File: src/rtl/latch_checker_stable_detect.sv
// Stability tracker for the d/en stimulus: counts cycles with unchanged inputs and
// strobes once, in the cycle the count first reaches SETTLE.
module stable_detect #(
  parameter int SETTLE = 2
) (
  input  logic clk,
  input  logic rst,
  input  logic clr,
  input  logic d,
  input  logic en,
  output logic cmp_strobe
);

  localparam int CW = 4;
  localparam logic [CW-1:0] SETTLE_C = CW'(SETTLE);

  logic [CW-1:0] cnt_q;
  logic [CW-1:0] cnt_d;
  logic          d_q;
  logic          en_q;
  logic          changed;

  // A change in the same cycle the count would reach SETTLE restarts without a strobe.
  always_comb begin
    changed    = (d != d_q) || (en != en_q);
    cnt_d      = cnt_q;
    cmp_strobe = 1'b0;
    if (clr || changed) begin
      cnt_d = '0;
    end else if (cnt_q != SETTLE_C) begin
      cnt_d      = cnt_q + 1'b1;
      cmp_strobe = (cnt_d == SETTLE_C);
    end
  end

  always_ff @(posedge clk or posedge rst) begin
    if (rst) begin
      cnt_q <= '0;
      d_q   <= 1'b0;
      en_q  <= 1'b0;
    end else begin
      cnt_q <= cnt_d;
      d_q   <= d;
      en_q  <= en;
    end
  end

endmodule

File: config.mk
export PLATFORM = sky130hd
export DESIGN_NAME = stable_detect
export DESIGN_NICKNAME = d
export VERILOG_FILES = /design/src/rtl/latch_checker_stable_detect.sv
export SDC_FILE = /design/constraint.sdc
export NUM_CORES = 1
export LEC_CHECK = 0
export ABC_CLOCK_PERIOD_IN_PS = 2000
export CORE_AREA = 4 4 41 43
export CTS_BUF_LIST = sky130_fd_sc_hd__clkbuf_4 sky130_fd_sc_hd__clkbuf_8
export DETAILED_ROUTE_END_ITERATION = 10
export DIE_AREA = 0 0 45 47
export PLACE_DENSITY = 0.51
export SYNTH_ARGS = -nofsm -noshare
export SYNTH_HDL_FRONTEND = slang
export SYNTH_SLANG_ARGS = --single-unit
File: constraint.sdc
create_clock -name clk -period 2 [get_ports clk]
set_input_delay 0.4 -clock clk [delete_from_list [all_inputs] [get_ports clk]]
set_output_delay 0.4 -clock clk [all_outputs]
set_load 0.05 [all_outputs]
==> run summary, run 1 <==
The flow ran to the end, but the final reports show violations. The final reports fail on setup timing. For this run, the detailed router's first-pass iteration total came to 4. In this run the power density over the cells is 520.0 nW/um2.

TritonCTS built the clock tree. At the later pin of the worst-skew pair, clock insertion delay measures 240 ps. For the core occupancy in the finished layout, the log shows 0.4115.

Final hold violation count: 0. The run gives 56 as the placed cell count. The run gives 0 as the max-capacitance violation count. The worst-case IR drop observed on VDD is 0.3244 mV.

The number of antenna diodes in the final layout is 0. The met2 track utilization from global routing was 0.1299; the initial core utilization was 0.2702. The synthesis-stage register bit count came out at 6. The final max-slew violation count was 0; the number of antenna violations at the first check in global routing was 0.

The run gives 64 as the post-route non-filler standard cell count. The finished cells cover 535.5 um2. The average vias per placed instance came out at 4.328. The met1 demand-to-capacity share in global routing was 0.09977; the post-synth design cell area was 351.6 um2.

In this run the vertical extent of the chip is 47 um. After clock tree synthesis, the clock-pin slew on the worst setup and hold paths is 40 ps. STA classifies the critical path startpoint as a flop. The final number of setup-violating endpoints is 1, and the share of layout cells above drive strength 1 is 0.3878.

The run gives 2 as the buffer levels on the longest clock path. Worst min-delay path class: input port to async pin. STA puts the critical path data arrival time at 1690 ps.

The sequential share of the synthesized area came out at 0.4270. For the worst path setup slack after routing, the log shows -88.07 ps. In this run the cell area measured after placement is 457.9 um2. The width of the die was 45 um. The number of rows created at floorplan came out at 13. The largest fanout of any net on the critical path works out to 4.

The synthesized area per cell is 10.05 um2, and the number of DRC markers in iteration 0 is 4. Power comes to 0.2785 mW. The tools report the number of nets with antenna violations after detailed routing as 0.

The clock arrives with 0.4023 ps of skew. The number of nets in the synthesized netlist is 43. The share of total power consumed by net switching is 0.2160, and the clock sink count is 6.

The critical path is of the flop to primary output type. Routability-driven placement finished with a final weighted congestion of 0.7307. The total routing resource utilization after global routing is 0.08751.

For this design the static power due to leakage is 0.2243 nW. In the final timing run, aggregate negative setup slack is -88.07 ps. For this run, the number of Yosys warnings is 0. The wire-length estimate of the detail-placed layout is 487.7 um. The relative max-transition margin came out at 0.7856. The area of the core region is 1301 um2, and the via count of the first global-routing pass is 332. Hold is met by 368.4 ps.

Prior to clock tree synthesis, the placed netlist has a worst setup slack of -358.7 ps. The logs give 8 for the maximum number of pins on one net before global-route repair and 0 for the residual overflow from global routing. For the sequential share of power, the log shows 0.464. Wires add up to 660 um.

The first-pass GRT wire length is 1.297 mm. The run gives 17 as the number of distinct library cells after synthesis. The switching power was 0.06016 mW. The buffer cell driving the clock tree root is sky130_fd_sc_hd__clkbuf_4. Synthesis produced a netlist whose cell count is 35. The total DRC errors in the routed layout was 0; the required time of the critical path was 1600 ps. The global routing met3 resource utilization was 0.02299; the routed via count was 277. Cell-internal power: 0.2183 mW.

Highest-utilization routing layer at the global route stage: met2. The final clock period utilization by the worst path is 1.044. The run gives 0.154 as the relative contribution of combinational cells to total power.

Setup repair after global routing could not meet its margin everywhere. The kind of end point of the critical path is a primary output. The relative contribution of the clock network to total power was 0.381.

Relative to the synthesized area, the layout overhead comes to 52.31%. For this run, the top clock speed supported by timing is 478.9 MHz. The level count of the clock H-tree was 1. In this run the tool buffered the top-level ports with 5 buffer cells. Final routed wire length divided by cell count: 10.31 um. 6 I/O pins were placed. For the pin with the worst max-slew slack, the measured transition is 321.7 ps. Overall die area: 2115 um2. Counting I/O delays and the setup requirement, the final critical path takes 2088 ps.

Buffers inserted during clock tree synthesis total 3. For the final net count, the log shows 59.
[cell usage after synthesis, drive strengths merged]
cell	n	area, um2
nand4	1	6.260
dfrtp	6	150.1
and2	1	6.260
nor2	5	18.77
nor2b	2	12.51
xor2	3	26.28
ha	3	37.54
or3b	1	8.760
a21oi	1	5.000
a2111oi	1	15.01
xnor2	1	8.760
inv	3	11.26
nand2b	1	6.260
nand2	2	7.510
or3	1	11.26
nand3	1	5.000
a211oi	2	15.01
[timing repair]
item,CTS,global route
pin swaps,5,1
hold buffers,0,0
setup buffers,5,0
setup endpoints to repair,1,1
gates resized for setup,9,0
[worst max-delay path, stage by stage (launching register included)]
cell                        delay, ps
sky130_fd_sc_hd__dfrtp_2          430
sky130_fd_sc_hd__ha_4             170
sky130_fd_sc_hd__or3b_4           230
sky130_fd_sc_hd__nand2_2           60
sky130_fd_sc_hd__a2111oi_4        370
sky130_fd_sc_hd__buf_12           180
[worst paths after layout]
path,start,endpoint,slack [ps],depth (start not counted)
min in group clk,en,en_q,400,1
setup reg to reg,cnt_q[0],cnt_q[1],540,5
hold reg to reg,cnt_q[1],cnt_q[1],630,2
setup / recovery,cnt_q[1],cmp_strobe,-90,5
hold / removal,rst,cnt_q[2],370,2
max in group asynchronous,rst,cnt_q[0],1430,2
[state kept, by name, indices dropped and copies added (netlist names)]
signal / count
d_q: 1
cnt_q: 4
en_q: 1
[kinds of logic after synthesis]
group	Yosys count	synth area share
compound gates	4	0.09961
flops	6	0.4270
simple gates	15	0.2349
buf+inv	3	0.03203
fa+ha+maj	3	0.1068
xor+xnor	4	0.09966
[layout by cell type, fill, tap and decap left out, drive strengths merged, types with 2 or more instances in the layout]
| master | instances |
|---|---|
| a211oi | 2 |
| buf | 7 |
| clkbuf | 3 |
| clkdlybuf4s15 | 2 |
| clkdlybuf4s50 | 2 |
| dfrtp | 6 |
| ha | 3 |
| inv | 3 |
| nand2 | 2 |
| nor2 | 5 |
| nor2b | 2 |
| xor2 | 3 |
[power groups by stage]
| stage | registers (mW) | clock network, mW | logic [mW] |
|---|---|---|---|
| 2_1_floorplan | 0.131 | 0 | 0.0186 |
| 3_3_place_gp | 0.132 | 0 | 0.0322 |
| 3_5_place_dp | 0.132 | 0 | 0.0333 |
| 4_1_cts | 0.129 | 0.114 | 0.0433 |
| 5_1_grt | 0.130 | 0.120 | 0.0470 |
| 6_report | 0.129 | 0.106 | 0.0430 |
[layer usage]
metal  up-vias  routed length [um]
met5         -                   0
met4         0                  14
met2         8                 334
met1       122                 284
met3         2                  26
li1        145                   -
[area by class of cell]
type / count / area, um2
Timing Repair Buffer: 11 / 105.1
Fill cell: 129 / 765.7
Tap cell: 15 / 18.77
Inverter: 3 / 11.26
Multi-Input combinational cell: 26 / 225.2
Clock buffer: 3 / 22.52
Sequential cell: 6 / 152.6
Power figures use the tool's default switching activity.
==> run 2, diff against run 1 <==
- RECOVER_POWER: not set -> 50
==> run summary, run 2 (synthesis gave the netlist of run 1 again) <==
Counting I/O delays and the setup requirement, the final critical path takes 2088 ps. The largest register by flop count is cnt_q. For the total routing resource utilization after global routing, the log shows 0.08751. The tools report the kind of launch point of the worst setup path as a flop.

The critical path is of the flop to primary output type. In the final routed layout, each cell accounts on average for 10.31 um. The logs give 0 for the total DRC errors in the routed layout and 59 for the final net count. The worst hold path belongs to the class input port to flop. For the leakage dissipation, the log shows 0.2246 nW. The final max-slew violation count came out at 0. Max-cap violations in this run came to 0. The placed instances occupy a cell area of 457.9 um2. The post-CTS clock slew at the launch and capture registers of the worst setup and hold paths is 40 ps.

The flow ran to the end, but the final reports show violations. For this run, the detailed router's first-pass iteration total came to 4. In this design, the largest share of critical-path delay is due to flip-flops. The total area inside the core boundary comes to 1301 um2. The antenna diode instance count is 0, and the delay of the slowest critical-path stage is 430 ps. 6 I/O pins were placed.

The count of buffer and inverter cells on the critical path was 1; the largest fanout of any net on the critical path was 4. The worst hold path cell count is 1. The vertical die dimension came out at 47 um. For this run, the top clock speed supported by timing is 478.9 MHz. The die is 45 um wide.

The HPWL after detailed placement is 487.7 um. The tools report the count of hold buffers inserted by post-cts repair as 0. Compared with the post-synthesis result, the final layout area differs by 52.31%. The worst path setup slack after routing is -88.07 ps.

The latest clock arrival within the worst-skew pair is 240 ps. For this block, the initial DRC count from the detailed router was 4. The path with the worst hold slack has its endpoint at en_q. The register with the most flip-flops in the layout has 4 of them. At the pin with the least slew margin, the transition time is 321.7 ps. The arrival time of the worst setup path is 1690 ps.

Count of input and output buffers: 5. The logs give 277 for the routed via count and 129 for the filler cell count in the final layout. The checks that failed: setup timing. After global routing the overflow that remains totals 0. The level count of the clock H-tree is 1, and the highest ir drop seen on vdd is 0.3244 mV. The initialized floorplan defines 13 standard-cell rows.

The buffer cell driving the clock tree root was sky130_fd_sc_hd__clkbuf_4. Clock tree skew after final layout: 0.4023 ps. The clock sink count came out at 6. Routability-driven placement finished with a final weighted congestion of 0.7307.

The depth of the worst register-to-register path came out at 5. The tools report the post-layout instance area as 535.5 um2. After detailed routing, the total wire length is 660 um.

The average vias per placed instance is 4.328. The buffer levels on the longest clock path came out at 2. The library cell used most frequently in the layout, excluding fill and tap cells, is sky130_fd_sc_hd__buf_4. The run gives 0 as the final hold violation count. Setup repair after global routing could not meet its margin everywhere.

Share of layout cells above drive strength 1: 0.3878. The critical path goes through ha_4, or3b_4, nand2_2, a2111oi_4, buf_12. The tools report the capturing point of the worst reg2reg path as cnt_q[1].

The kind of end point of the critical path is a primary output. The number of nets with antenna violations after detailed routing is 0. The slowest stage of the critical path belongs to the cell sky130_fd_sc_hd__dfrtp_2.

TritonCTS built the clock tree. The design draws 0.2781 mW. The required time of the critical path came out at 1600 ps. The final number of setup-violating endpoints came out at 1. Maximum number of pins on one net before global-route repair: 8. The setup TNS is -88.07 ps, and the post-route non-filler standard cell count is 64. The tools report the placed cell count as 56.

The floorplan step defined a die boundary enclosing 2115 um2. The number of antenna violations at the first check in global routing is 0. The startpoint of the lowest-slack hold path was en. The final clock period utilization by the worst path is 1.044, and the initial core utilization is 0.2702. In the final layout, the registers with the most flip-flops are cnt_q: 4 flops, d_q: 1 flops, en_q: 1 flops. The first global-routing pass estimated 1.297 mm of wire. The run gives 332 as the via count of the first global-routing pass. Leaving out fill and tap cells, the most frequent cells in the layout are 6 x sky130_fd_sc_hd__buf_4, 5 x sky130_fd_sc_hd__nor2_1, 4 x sky130_fd_sc_hd__dfrtp_1, 3 x sky130_fd_sc_hd__xor2_1, 3 x sky130_fd_sc_hd__clkbuf_4.

Relative max-transition margin: 0.7856. The startpoint identified for the worst register-to-register timing path is cnt_q[0]. In this run, CTS created clock tree buffers numbering 3.

The worst setup slack for register-to-register paths was 540 ps. The total power divided by cell area came out at 519.3 nW/um2.
-- run 2: stage by stage --
| step | utilization | setup WS (ps) | hold WS, ps |
|---|---|---|---|
| 5_1_grt | 0.4115 | -167.5 | 395.0 |
| 3_3_place_gp | 0.3519 | -330.6 | 618.3 |
| 6_report | 0.4115 | -88.07 | 400.6 |
| 2_1_floorplan | - | -65.59 | 191.0 |
| 4_1_cts | 0.4115 | -97.72 | 364.1 |
| 3_5_place_dp | 0.3519 | -358.7 | 624.0 |
-- run 2: cell type report --
| cell class | instances | area [um2] | share of cell area |
|---|---|---|---|
| clock buffers | 3 | 22.52 | 0.04206 |
| inverters | 3 | 11.26 | 0.02103 |
| well taps | 15 | 18.77 | 0.03505 |
| repair buffers | 11 | 105.1 | 0.1963 |
| flip-flops and latches | 6 | 152.6 | 0.2850 |
| multi-input cells | 26 | 225.2 | 0.4206 |
-- run 2: timing repair --
item / CTS / global route
hold endpoints to repair: 0 / 0
gates resized for setup: 9 / 0
setup buffers: 5 / 0
pin swaps: 5 / 1
endpoints found under the setup margin: 1 / 1
-- run 2: power by group --
group          internal, mW  switching (mW)
clock                0.0675          0.0387
sequential            0.126         0.00314
combinational        0.0243          0.0184
total                 0.218          0.0602
-- run 2: how the worst max path moves through the flow --
| stage | start | to | slack (ps) | cells after the start |
|---|---|---|---|---|
| after global routing | cnt_q[1] | cmp_strobe | -170 | 6 |
| after CTS | cnt_q[1] | cmp_strobe | -100 | 5 |
| after floorplan | en | cmp_strobe | -70 | 3 |
| after global placement | en | cmp_strobe | -330 | 5 |
| after detailed placement | en | cmp_strobe | -360 | 5 |
| final | cnt_q[1] | cmp_strobe | -90 | 5 |
-- run 2: metal layers --
| metal | up-vias | global-route usage | wire (um) | share of wire |
|---|---|---|---|---|
| met3 | 2 | 0.02299 | 26 | 0.039 |
| li1 | 145 | - | - | - |
| met4 | 0 | 0.08772 | 14 | 0.021 |
| met5 | - | 0 | 0 | 0 |
| met1 | 122 | 0.09977 | 284 | 0.43 |
| met2 | 8 | 0.1299 | 334 | 0.51 |
==> run 3, diff against run 2 <==
- GPL_TIMING_DRIVEN: not set -> 0
==> run summary, run 3 (synthesis gave the netlist of run 1 again) <==
In the final layout, the multi-input gates occupy 230.2 um2. The die is 47 um tall. Final hold analysis gives a worst-case slack of 396.6 ps. The level count of the clock H-tree is 1, and the sequential share of power is 0.467.

The floorplan step defined a die boundary enclosing 2115 um2. The flow ran to the end, but the final reports show violations. In this run the clock root is driven by a sky130_fd_sc_hd__clkbuf_4. Max-cap violations in this run came to 0. The met1 demand-to-capacity share in global routing was 0.07657. Detailed placement ended at an HPWL of 464.5 um. The final clock period utilization by the worst path was 1.024. Relative contribution of the clock network to total power: 0.382.

The maximum number of pins on one net before global-route repair came out at 8. TritonCTS built the clock tree. Setup repair after global routing could not meet its margin everywhere. In this run the most used layer during global routing was met2.

The area of the core region is 1301 um2. For the met2 track utilization from global routing, the log shows 0.1186. The tools report the final max-slew violation count as 0. Along the worst path, the maximum fanout reaches 4. The checks that failed: setup timing. In this run the worst setup path begins at cnt_q[1]. The worst path setup slack after routing is -48.83 ps. The analysis attributes to cell leakage a power of 0.2316 nW. The min-delay analysis places its worst path in the category input port to flop. The critical register-to-register path startpoint was cnt_q[0].

Switching power: 0.06019 mW. For the post-route non-filler standard cell count, the log shows 65. For the worst setup path, the data arrival time is 1650 ps. The share of total power consumed by net switching was 0.2172.

The final hold violation count was 0. The area growth from synthesis to layout is 52.67%. The post-CTS clock slew at the launch and capture registers of the worst setup and hold paths was 40 ps. The final number of setup-violating endpoints came out at 1. The run gives 0 as the residual overflow from global routing.

Based on the critical path, the design can be clocked at up to 488.1 MHz. For the sum of routed wire length over all layers, the log shows 638 um. Via count of the first global-routing pass: 308. The relative max-transition margin is 0.8307. The count of hold buffers inserted by post-cts repair is 0.

The global routing met3 resource utilization was 0.01149. In this run the power density over the cells is 516.2 nW/um2. Measured along the x axis, the die boundary spans 45 um. The number of antenna violations at the first check in global routing was 0; the required time of the critical path was 1600 ps. Counting flops per register, the top entry is cnt_q. Startpoint of the lowest-slack hold path: en.

The net count of the finished layout is 60. The most common library cell in the layout ignoring fill and taps is sky130_fd_sc_hd__buf_4. In the layout the commonest cells are 7 x sky130_fd_sc_hd__buf_4, 5 x sky130_fd_sc_hd__nor2_1, 4 x sky130_fd_sc_hd__dfrtp_1, 3 x sky130_fd_sc_hd__xor2_1, 3 x sky130_fd_sc_hd__clkbuf_4. The tools report the iteration count of the initial detailed-routing pass as 1. Counting the fill cells in the layout gives 137. 0 antenna diodes ended up in the layout.

The number of buffers created by CTS is 3, and the shortest period the worst path allows is 2049 ps. In this run the remaining antenna-violating nets after routing total 0. For the number of rows created at floorplan, the log shows 13. Highest ir drop seen on vdd: 0.3377 mV. The first global-routing pass estimated 1.076 mm of wire.

The footprint of the flip-flops and latches was 152.6 um2; the cell-internal power was 0.2169 mW. The worst setup path is launched from a flop. In the final layout, the registers with the most flip-flops are cnt_q: 4 flops, d_q: 1 flops, en_q: 1 flops. The relative contribution of combinational cells to total power came out at 0.150.

At the end of routability-driven placement, the weighted congestion stood at 0.7273. In the routed layout, each cell is associated on average with a via count of 4.338. Dividing the detail-routed wire length by the instance count gives 9.815 um. The total routing resource utilization after global routing is 0.07399. The tools report the initial core utilization as 0.2702. The total DRC errors in the routed layout is 0, and the number of DRC markers in iteration 0 is 0. The flip-flop count of the largest register after layout works out to 4.

The kind of end point of the critical path was a primary output. The share of layout cells above drive strength 1 was 0.4000. The longest clock path from root to sink contains 2 buffers.

The run gives 55 as the placed cell count. The clock sink count came out at 6. The run gives 6 as the I/O pin total.

The latest clock arrival within the worst-skew pair is 240 ps, and the routed via count is 282. For the pin with the worst max-slew slack, the measured transition is 254.0 ps. The count of input and output buffers came out at 5. The worst setup path is of the flop to primary output kind.

For the final database, setup skew stands at 0.6855 ps.
## run 3: changes by cell type in the layout (fill, tap and decap cells not counted), sizes merged
cell           previous run  this run
clkdlybuf4s50             1         0
clkdlybuf4s15             2         1
buf                       7         8
dlygate4sd2               0         2
## run 3: power by group through the flow
stage	clock network [mW]	logic [mW]	registers, mW
finish	0.106	0.0417	0.129
floorplan	0	0.0186	0.131
detailed placement	0	0.0307	0.132
CTS	0.115	0.0429	0.129
global placement	0	0.0293	0.132
global route	0.119	0.0462	0.130
## run 3: worst paths after layout
| kind | end | slack, ps | depth (start not counted) |
|---|---|---|---|
| max in group asynchronous | cnt_q[0] | 1290 | 2 |
| worst min-delay path | en_q | 400 | 1 |
| worst max register to register | cnt_q[1] | 510 | 5 |
| worst min register to register | cnt_q[1] | 620 | 2 |
| worst max-delay path | cmp_strobe | -50 | 5 |
| min in group asynchronous | cnt_q[3] | 510 | 2 |
## run 3: area by class of cell
class / instances / share of cell area
clock buffers: 3 / 0.04196
repair buffers: 12 / 0.1888
well taps: 15 / 0.03497
inverters: 3 / 0.02098
flip-flops and latches: 6 / 0.2844
multi-input cells: 26 / 0.4289
## run 3: stage by stage
step	worst slack, ps	total power [mW]	TNS, ps	util	cell area (um2)
after detailed placement	-972.2	0.1628	-972.2	0.3385	440.4
after global routing	-126.6	0.2949	-126.6	0.4125	536.8
after global placement	-956.7	0.1610	-956.7	0.3385	440.4
final	-48.83	0.2771	-48.83	0.4125	536.8
after CTS	-67.13	0.2871	-67.13	0.4125	536.8
after floorplan	-65.59	0.1497	-65.59	-	371.6
## run 3: worst max-delay path, cell delays in order (launching register included)
cell and delay, ps:
sky130_fd_sc_hd__dfrtp_2 430, sky130_fd_sc_hd__ha_4 160, sky130_fd_sc_hd__or3b_4 240, sky130_fd_sc_hd__nand2_4 50, sky130_fd_sc_hd__a2111oi_4 320, sky130_fd_sc_hd__buf_6 200
## run 3: routing by layer
layer / vias up / share of wire
li1: 149 / -
met4: 0 / 0
met2: 4 / 0.52
met5: - / 0
met3: 0 / 0.033
met1: 129 / 0.44
## run 3: timing repair
item,CTS,global route
pin swaps,3,0
resized for setup,17,0
buffers inserted,7,0
setup endpoints to repair,1,1
